File: config.mk
export PLATFORM = sky130hd
export DESIGN_NAME = btn_pulse_gen
export DESIGN_NICKNAME = d
export VERILOG_FILES = /design/src/rtl/btn_pkg.sv /design/src/rtl/btn_debounce_ch.sv /design/src/rtl/btn_pulse_gen.sv
export SDC_FILE = /design/constraint.sdc
export NUM_CORES = 1
export LEC_CHECK = 0
export ABC_AREA = 1
export CAP_MARGIN = 5
export CORE_MARGIN = 2
export CORE_UTILIZATION = 55
export DETAILED_ROUTE_END_ITERATION = 7
export PLACE_DENSITY = 0.76
export SYNTH_ARGS = -nofsm -noshare
export SYNTH_HDL_FRONTEND = slang
export SYNTH_SLANG_ARGS = --single-unit
File: constraint.sdc
create_clock -name clk -period 2.1 [get_ports clk]
set_clock_uncertainty 0.05 [all_clocks]
set_input_delay 0.21 -clock clk [delete_from_list [all_inputs] [get_ports clk]]
set_output_delay 0.21 -clock clk [all_outputs]
set_load 0.1 [all_outputs]
File: src/rtl/btn_pkg.sv
// Shared constants and state encoding for the push-button conditioning block.
package btn_pkg;

  localparam int unsigned NUM_BTN = 4;
  localparam int unsigned CNT_W   = 4;

  typedef enum logic [1:0] {
    REL   = 2'd0,
    PQUAL = 2'd1,
    PRESS = 2'd2,
    RQUAL = 2'd3
  } btn_state_e;

endpackage

File: src/rtl/btn_debounce_ch.sv
// One button channel: metastability synchronizer, tick-paced debounce FSM, level register.
// arm_c is high combinationally on the tick cycle where a press is accepted.
module btn_debounce_ch
  import btn_pkg::*;
#(
  parameter int unsigned SYNC_STAGES     = 2,
  parameter int unsigned DEBOUNCE_TICKS  = 3,
  parameter bit          RAW_ACTIVE_HIGH = 1'b1
) (
  input  logic clk,
  input  logic rst_n,
  input  logic tick,
  input  logic raw,
  output logic level,
  output logic arm_c
);

  logic [SYNC_STAGES-1:0] sync_q;
  logic                   raw_pressed;
  logic                   s;

  btn_state_e             state_q, state_d;
  logic [CNT_W-1:0]       cnt_q, cnt_d;
  logic                   level_q, level_d;
  logic                   cnt_done;

  assign raw_pressed = RAW_ACTIVE_HIGH ? raw : ~raw;
  assign s           = sync_q[SYNC_STAGES-1];
  assign cnt_done    = (cnt_q == CNT_W'(DEBOUNCE_TICKS));

  // Synchronizer runs every clock; reset value means "released".
  always_ff @(posedge clk or negedge rst_n) begin
    if (!rst_n) begin
      sync_q <= '0;
    end else begin
      sync_q <= {sync_q[SYNC_STAGES-2:0], raw_pressed};
    end
  end

  always_ff @(posedge clk or negedge rst_n) begin
    if (!rst_n) begin
      state_q <= REL;
      cnt_q   <= '0;
      level_q <= 1'b0;
    end else begin
      state_q <= state_d;
      cnt_q   <= cnt_d;
      level_q <= level_d;
    end
  end

  // Debounce transitions only advance on tick cycles.
  always_comb begin
    state_d = state_q;
    cnt_d   = cnt_q;
    level_d = level_q;
    arm_c   = 1'b0;
    if (tick) begin
      unique case (state_q)
        REL: begin
          if (s) begin
            state_d = PQUAL;
            cnt_d   = CNT_W'(1);
          end
        end
        PQUAL: begin
          if (!s) begin
            state_d = REL;
          end else if (cnt_done) begin
            state_d = PRESS;
            level_d = 1'b1;
            arm_c   = 1'b1;
          end else begin
            cnt_d = cnt_q + CNT_W'(1);
          end
        end
        PRESS: begin
          if (!s) begin
            state_d = RQUAL;
            cnt_d   = CNT_W'(1);
          end
        end
        RQUAL: begin
          if (s) begin
            state_d = PRESS;
          end else if (cnt_done) begin
            state_d = REL;
            level_d = 1'b0;
          end else begin
            cnt_d = cnt_q + CNT_W'(1);
          end
        end
        default: state_d = REL;
      endcase
    end
  end

  assign level = level_q;

endmodule

File: src/rtl/btn_pulse_gen.sv
// Debounced one-press pulses for four buttons, each high for exactly one tick cycle.
// Optional BTN_PRIORITY_EN: when several buttons arm on one tick, only the lowest index pulses.
module btn_pulse_gen
  import btn_pkg::*;
#(
  parameter int unsigned SYNC_STAGES     = 2,
  parameter int unsigned DEBOUNCE_TICKS  = 3,
  parameter bit          RAW_ACTIVE_HIGH = 1'b1
) (
  input  logic               clk,
  input  logic               rst_n,
  input  logic               tick_100hz,
  input  logic [NUM_BTN-1:0] btn_raw,
  output logic               btn_0_p,
  output logic               btn_1_p,
  output logic               btn_2_p,
  output logic               btn_3_p,
  output logic [NUM_BTN-1:0] btn_level
);

  logic [NUM_BTN-1:0] arm;
  logic [NUM_BTN-1:0] arm_sel;
  logic [NUM_BTN-1:0] pulse_q;

  for (genvar i = 0; i < int'(NUM_BTN); i++) begin : g_ch
    btn_debounce_ch #(
      .SYNC_STAGES    (SYNC_STAGES),
      .DEBOUNCE_TICKS (DEBOUNCE_TICKS),
      .RAW_ACTIVE_HIGH(RAW_ACTIVE_HIGH)
    ) u_ch (
      .clk  (clk),
      .rst_n(rst_n),
      .tick (tick_100hz),
      .raw  (btn_raw[i]),
      .level(btn_level[i]),
      .arm_c(arm[i])
    );
  end

`ifdef BTN_PRIORITY_EN
  // Isolate the lowest set bit so at most one pulse is ever high.
  assign arm_sel = arm & (~arm + NUM_BTN'(1));
`else
  assign arm_sel = arm;
`endif

  // Pulse register only updates on ticks, so a pulse spans exactly one tick cycle.
  always_ff @(posedge clk or negedge rst_n) begin
    if (!rst_n) begin
      pulse_q <= '0;
    end else if (tick_100hz) begin
      pulse_q <= arm_sel;
    end
  end

  assign btn_0_p = pulse_q[0];
  assign btn_1_p = pulse_q[1];
  assign btn_2_p = pulse_q[2];
  assign btn_3_p = pulse_q[3];

endmodule

# --- Word-level counts from Yosys, hierarchy flattened ---
# Cells that the tools add are included.
# Widths: inputs -> output; s select.
classes:
  n_eq_ne: 48
  addsub: 4
  mux: 84
  n_reduce_logical: 20
op_table:
  columns: ["cell", "n"]
  rows:
  - ["$mux 4", 20]
  - ["$pmux 4 s4", 4]
  - ["$mux 2", 24]
  - ["$reduce_and 5->1", 8]
  - ["$ne 2x1->1 const B", 16]
  - ["$pmux 2 s4", 4]
  - ["$mux 1", 28]
  - ["$reduce_and 6->1", 4]
  - ["$add 4x1->4 const B", 4]
  - ["$eq 2x2->1 const B", 8]
  - ["$eq 4x2->1 const B", 4]
  - ["$ne 2x2->1 const B", 8]
  - ["$ne 3x1->1 const B", 4]
  - ["$ne 3x3->1 const B", 4]
  - ["$eq 2x1->1 const B", 4]
  - ["$logic_not 2->1", 4]
  - ["$pmux 1 s2", 4]
  - ["$reduce_bool 2->1", 4]
word_totals:
  reg_bits: 40
  wordCells: 173
  output_inout_bits: 8

# --- Depth between registers and ports, before layout ---
# Gate-level depths: netlist of run 1.
depth:
  depth_word: 4
  mapped_depth: 9

# --- Cells and area by module ---
# From an unflattened synthesis of run 1, not the netlist that was laid out.
hier_totals:
  hier_cells: 293
  area_unflattened_um2: 2302.2
modules_own_cells:
  columns: ["mod", "area_per_inst_um2", "n_inst", "cells_per_inst", "seq_area_each_um2"]
  rows:
  - ["btn_debounce_ch at g_ch[1].u_ch ...", 534.3, 3, 69, 225.2]
  - ["btn_debounce_ch at g_ch[0].u_ch", 550.5, 1, 69, 225.2]
  - ["btn_pulse_gen", 148.9, 1, 17, 100.1]

# --- Worst setup path before layout of run 1 ---
# No wires, ideal clock.
synth_timing:
  path_kind: "reg-to-reg"
  startpoint: "register g_ch[1].u_ch.cnt_q[0]"
  endpoint: "register g_ch[1].u_ch.cnt_q[0]"
  required_time_ps: 1934
  arrival_ps: 1086
  setup_time_ps: 116
  slack_ps: 848
  synth_period_minus_slack_ps: 1252
  path_stages_with_launch: 9
  path_cell_list: "dfrtp_1 -> ha_1 -> nand2_1 -> nor2_1 -> inv_1 -> nand3_2 -> inv_2 -> nand2_1 -> nand2_1"
synth_via:
  elab_chain_cells: 4
  word_cells_on_any_way: 6
  classes_between: "add/sub (1); eq/ne (1); mux (4)"
synth_lines:
  columns: ["item", "line", "source"]
  rows:
  - ["start: declaration", "btn_debounce_ch.sv:23", "logic [CNT_W-1:0] cnt_q, cnt_d;"]
  - ["start signal: assignment", "btn_debounce_ch.sv:47", "cnt_q <= cnt_d;"]
  - ["$add 4x1->4 / $eq 4x2->1 (equally long branches)", "btn_debounce_ch.sv:74, btn_debounce_ch.sv:90, btn_debounce_ch.sv:29", null]
  - ["$mux 4 (*)", "btn_debounce_ch.sv:69, btn_debounce_ch.sv:86", null]
  - ["$mux 4, on equally long branches", "btn_debounce_ch.sv:84, btn_debounce_ch.sv:67", null]
  - ["$pmux 4 s4 (*)", "btn_debounce_ch.sv:59", "unique case (state_q)"]
# Mark *: on every way between the ends. The rest lies on a longest branch, timed or not. The select of a mux whose other input is x is not followed.
# A chain may end at the register's enable or synchronous reset.

# --- Worst setup path in the final report of run 1 ---
layout_timing:
  startpoint: "register g_ch[1].u_ch.cnt_q[0]"
  endpoint: "register g_ch[1].u_ch.cnt_q[3]"
# The elaborated chain is that of the path after synthesis.

==> reports/metrics.cfg, run 1 <==
[run_status]
status = finished clean

[clocking]
cts_root_buffer = clkbuf_4
clockBufferDepth = 2
clk_pin_slew_ps = 110
clock_sinks = 40
post_cts_buffers = 0
clk-insertion-delay-late_ps = 330
cts_max_level = 2
cts_tree = yes
numCtsBuffers = 5

[timing]
final-setup-viol-count = 0
period_needed_ps = 1441
maxSlewViolCount = 0
relSlewSlack_pct = 69.94
grt_setup_unrepaired = false
tns_ps = 0
min_period_over_period_pct = 68.61
finalHoldViolCount = 0
tightest_slew_ps = 450.8
fmax_ghz = 0.6940
worst_slack_ps = 659.1

[critical_path]
r2r-start = g_ch[1].u_ch.cnt_q[0]
slowest_delay_ps = 420
worstRegToRegCells = 8
cp-end-kind = flip-flop
worst-path-buf-inv = 2
cp.depth = 8
start_kind = flip-flop
critPathLaunch = g_ch[1].u_ch.cnt_q[0]
worstPathRequired_ps = 2290
worstSetupPathType = flip-flop to flip-flop
cp_slowest_cell = dfrtp_1
cp_data_arrival_time_ps = 1630
path_cells = ha_1 > nand2_1 > nor2_1 > inv_1 > nand3_2 > inv_2 > nand2_1 > nand2_1
path_common_cell = nand2_1
path_delay_family = simple AND/OR/NAND/NOR gates
cp_max_fo = 8

[global_routing]
antenna_found_initial = 0
first_global_vias = 1357
grt-ovfl-total = 0
grt_pass1_wl_mm = 5.851
grt_max_degree = 22
grt_use_total_pct = 19.27

[route]
firstDrtPassIters = 4
drtIter0Drc = 84
route.detailed.drc = 0
drtAntennaViolNets = 0
vias_per_cell = 5.024
route.top_layer_used = met4
wl_per_cell_um = 11.03
wl_met2_mm = 1.567
wl_met1_mm = 1.425
vias = 1442
wl_mm = 3.167
wl_met3_um = 130

[synthesis]
synth.most_common_cell = nand2_1
synth.distinct_cells = 25
synth.avg_cell_area_um2 = 8.474
ys_warn_count = 0
synthArstFlopShare_pct = 100.0
yosysSeqAreaShare_pct = 52.74
yosys.area.top_type_share_pct = 52.74
synth_edf_count = 0
postSynthCellCount = 224
syn_nets = 235
synth-seq-cells = 40
synthFlopType = dfrtp_1
ys_top_cells_by_area = dfrtp_1 (53%), nand2_1 (16%), nand3_1 (3.7%)
synth_top_area_cell = dfrtp_1
synth_area_mm2 = 0.001898
yosys-top-cells-count = nand2_1 (82), dfrtp_1 (40), inv_1 (16), nor2_1 (16), nand3_1 (14)

[final_layout]
syn_to_final_growth_pct = 11.07
final_nets = 251
final_area_mm2 = 0.002108
final_cells = 287
fin_util_pct = 63.18
drive_gt1_share_pct = 11.62
num_antenna_cells = 0
fillers = 292

[hold_path]
worstHoldPathCells = 1
worst_hold_path_type = input pin to flip-flop
hold_start = btn_raw[1]

[place]
dpl_cell_area_mm2 = 0.002022
placed_cells = 278
io_buffers = 14
routabilityCongestion = 0.7797
pre_cts_ws_ps = 555.8
dpl.hpwl_mm = 2.286

[die]
die_x_um = 62.75
chipHeight_um = 62.75
dieArea_mm2 = 0.003937
rows = 21
core_mm2 = 0.003337
initial_core_util_pct = 56.88
io_pins = 15

[power]
vdd_drop_max_mv = 0.8420
power_per_cell_area_mw_per_mm2 = 1370
p_leak_uw = 0.001076

[flow_run]
maxCapViolations = 0

## stage by stage
step | hold WS, ps | total power [µW]
2_1_floorplan | -135.6 | 2236
3_3_place_gp | 119.3 | 2370
3_5_place_dp | 124.9 | 2413
4_1_cts | 227.7 | 2920
5_1_grt | 225.1 | 3146
6_report | 246.9 | 2887
## timing repair
action / CTS / global route
hold buffers: 1 / 0
endpoints found under the hold margin: 19 / 0
gates resized for setup: 0 / 0
## logic make-up after synthesis
kind of cell | share of synthesized area, %
buffers and inverters | 7.119
AOI/OAI and AO/OA | 5.867
adders and majority gates | 2.637
xor gates and xnor gates | 3.692
and+or+nand+nor | 27.95
DFF | 52.74
## metal layers
metal	track usage, %	vias up
met5	0	-
met4	7.778	0
met3	6.486	5
met2	31.05	31
met1	23.89	672
li1	-	734
## worst paths after layout
path / end / slack, ps
max: g_ch[1].u_ch.cnt_q[3] / 660
min: g_ch[1].u_ch.sync_q[0] / 250
max reg2reg: g_ch[1].u_ch.cnt_q[3] / 660
min reg2reg: g_ch[2].u_ch.sync_q[1] / 310
max in group asynchronous: pulse_q[0] / 1080
min in group asynchronous: g_ch[1].u_ch.cnt_q[0] / 300
## layout make-up
class / instances / area, µm² / share of cell area (%)
clock buffers: 6 / 41.29 / 1.958
clock inverters: 2 / 35.03 / 1.662
inverters: 19 / 71.32 / 3.383
multi-input cells: 157 / 762.0 / 36.14
flip-flops and latches: 40 / 1001 / 47.48
well taps: 46 / 57.56 / 2.730
repair buffers: 17 / 140.1 / 6.647
## registers in the layout, indices dropped and copies added, names as in the netlist, named ones only
name               flops
g_ch.u_ch.cnt_q       16
pulse_q                4
g_ch.u_ch.sync_q       8
g_ch.u_ch.level        4
g_ch.u_ch.state_q      4
## cell usage in the layout (no fill, tap or decap), types with 5 or more instances in the layout
cell type,count
buf_4,10
clkbuf_4,5
clkdlybuf4s50_1,5
dfrtp_1,40
inv_1,16
nand2_1,82
nand3_1,14
nor2_1,16
o21ai_0,12
o21ai_1,6
xor2_1,7
## power by group
group | total [µW] | switching, µW | leakage, µW | internal, µW
clock network | 486 | 236 | 0.0000422 | 250
registers | 1260 | 256 | 0.000508 | 1000
logic | 1140 | 784 | 0.000525 | 359
total | 2890 | 1280 | 0.00108 | 1610
No activity file was read; power rests on OpenSTA's default activity.
==> run 2: changes to the inputs <==
==> constraint.sdc (replaced) <==
create_clock -name clk -period 1.4 [get_ports clk]
set_clock_uncertainty 0.05 [all_clocks]
set_input_delay 0.14 -clock clk [delete_from_list [all_inputs] [get_ports clk]]
set_output_delay 0.14 -clock clk [all_outputs]
set_load 0.1 [all_outputs]
==> run 2 against run 1 <==
Sequential power up 50%; fmax up 11%; power up 59%; utilization up 6.2 points; sequential cell count unchanged; sequential share of layout area down 4.2 points; cell count up 3.5%; critical path type unchanged; largest cell class unchanged; highest routed layer unchanged.
==> reports/metrics.cfg, run 2 (synthesis results as in run 1) <==
[run_status]
status = finished clean

[clocking]
clock_sinks = 40
cts_max_level = 2
cts_tree = yes
clk_pin_slew_ps = 110
cts_root_buffer = clkbuf_4
numCtsBuffers = 5
clockBufferDepth = 2
clk-insertion-delay-late_ps = 340

[route]
drtIter0Drc = 96
wl_mm = 3.290
drtAntennaViolNets = 0
wl_per_cell_um = 11.08
firstDrtPassIters = 4
route.detailed.drc = 0
vias = 1465
vias_per_cell = 4.933

[critical_path]
path_cells = ha_2 > or2_2 > a21oi_1 > nand2_1 > o21ai_2
critPathLaunch = g_ch[0].u_ch.cnt_q[0]
cp_data_arrival_time_ps = 1520
worst-path-buf-inv = 0
r2r-start = g_ch[0].u_ch.cnt_q[0]
worstPathRequired_ps = 1620
slowest_delay_ps = 430
cp_slowest_cell = dfrtp_1
path_delay_family = flip-flops
start_kind = flip-flop
cp-end-kind = flip-flop
worstSetupPathType = flip-flop to flip-flop
cp_max_fo = 4

[global_routing]
grt_use_total_pct = 19.12
antenna_found_initial = 0
first_global_vias = 1403
grt_max_degree = 24
grt-ovfl-total = 0
grt_pass1_wl_mm = 5.885

[timing]
holdWs_ps = 176.4
relSlewSlack_pct = 71.30
final-setup-viol-count = 0
fmax_ghz = 0.7677
tightest_slew_ps = 429.0
maxSlewViolCount = 0
min_period_over_period_pct = 93.04
period_needed_ps = 1303
finalHoldViolCount = 0

[flow_run]
maxCapViolations = 0

[final_layout]
reg_top3 = g_ch.u_ch.cnt_q x16, g_ch.u_ch.sync_q x8
final_common_cell = nand2_1
fillers = 265
drive_gt1_share_pct = 18.33
regMostFlops = g_ch.u_ch.cnt_q
layout_common_cells = nand2_1 (81), dfrtp_1 (39), inv_1 (15)
syn_to_final_growth_pct = 22.02
largest_register_ffs = 16
num_antenna_cells = 0
final_nets = 261
fin_util_pct = 69.40
final_area_mm2 = 0.002316

[die]
die_x_um = 62.75
dieArea_mm2 = 0.003937
chipHeight_um = 62.75
core_mm2 = 0.003337
initial_core_util_pct = 56.88
rows = 21
io_pins = 15

[place]
routabilityCongestion = 0.7776
io_buffers = 14
dpl_cell_area_mm2 = 0.002180
dpl.hpwl_mm = 2.269

[power]
p_leak_uw = 0.001140
vdd_drop_max_mv = 1.391
p_total_uw = 4579
power_per_cell_area_mw_per_mm2 = 1977

[hold_path]
hold_start = btn_raw[3]
worst_hold_path_type = input pin to flip-flop

## run 2: cell count changes in the layout (fill, tap and decap cells not counted), moves of 2 or more
cell	delta
nor2_2	+2
buf_12	+9
nand3_4	+2
ha_2	+3
ha_1	-3
o21ai_0	-2
nor2_1	-2
## run 2: routing by layer
metal | routed length [µm] | track usage [%]
met5 | 0 | 0
met3 | 98 | 6.306
met2 | 1643 | 31.45
met4 | 17 | 6.111
met1 | 1531 | 23.97
## run 2: final timing paths
kind                                                end  slack, ps  depth (start not counted)
max in group asynchronous       g_ch[2].u_ch.state_q[0]        620                          3
min in group asynchronous         g_ch[1].u_ch.cnt_q[1]        210                          2
worst min-delay path             g_ch[3].u_ch.sync_q[0]        180                          1
worst max register to register    g_ch[0].u_ch.cnt_q[2]        100                          5
worst min register to register   g_ch[0].u_ch.sync_q[1]        310                          0
worst max-delay path              g_ch[0].u_ch.cnt_q[2]        100                          5
## run 2: area by class of cell
type / instances / area [µm²] / share of cell area [%]
clock buffer: 8 / 58.81 / 2.539
inverter: 19 / 71.32 / 3.079
multi-input combinational: 158 / 805.8 / 34.79
sequential: 40 / 1002 / 43.27
tap: 46 / 57.56 / 2.485
timing repair buffer: 26 / 320.3 / 13.83
## run 2: stage by stage
| stage | worst slack [ps] | setup TNS (ps) | cells |
|---|---|---|---|
| final | 97.40 | 0 | 297 |
| after global placement | -4.810 | -7.405 | 284 |
| after detailed placement | -45.34 | -151.8 | 284 |
| after floorplan | 147.7 | 0 | 224 |
| after global routing | -11.94 | -28.52 | 297 |
| after CTS | 38.09 | 0 | 293 |
## run 2: timing repair
action | 4_1_cts | 5_1_grt
hold buffers | 1 | 0
hold endpoints to repair | 28 | 0
endpoints found under the setup margin | 0 | 22
resized for setup | 0 | 13
buffers inserted | 0 | 3
## run 2: worst register-to-register path: stages (launching register included)
cell     delay [ps]
dfrtp_1         430
ha_2            210
or2_2           290
a21oi_1         120
nand2_1          80
o21ai_2          60
## run 2: power breakdown
| group | switching [µW] | internal, µW | leakage [µW] | total (µW) |
|---|---|---|---|---|
| Sequential | 381 | 1510 | 0.000507 | 1890 |
| Clock | 353 | 248 | 0.0000326 | 601 |
| Combinational | 1260 | 830 | 0.000600 | 2090 |
| Total | 1990 | 2590 | 0.00114 | 4580 |
==> run 3: changes to the inputs <==
--- a/config.mk
+++ b/config.mk
@@ -9,6 +9,7 @@
 export CAP_MARGIN = 5
 export CORE_MARGIN = 2
 export CORE_UTILIZATION = 55
+export CTS_CLUSTER_SIZE = 10
 export DETAILED_ROUTE_END_ITERATION = 7
 export PLACE_DENSITY = 0.76
 export SYNTH_ARGS = -nofsm -noshare
==> results of run 3 <==
Final layout, timing and power as in run 2 (identical DEF).
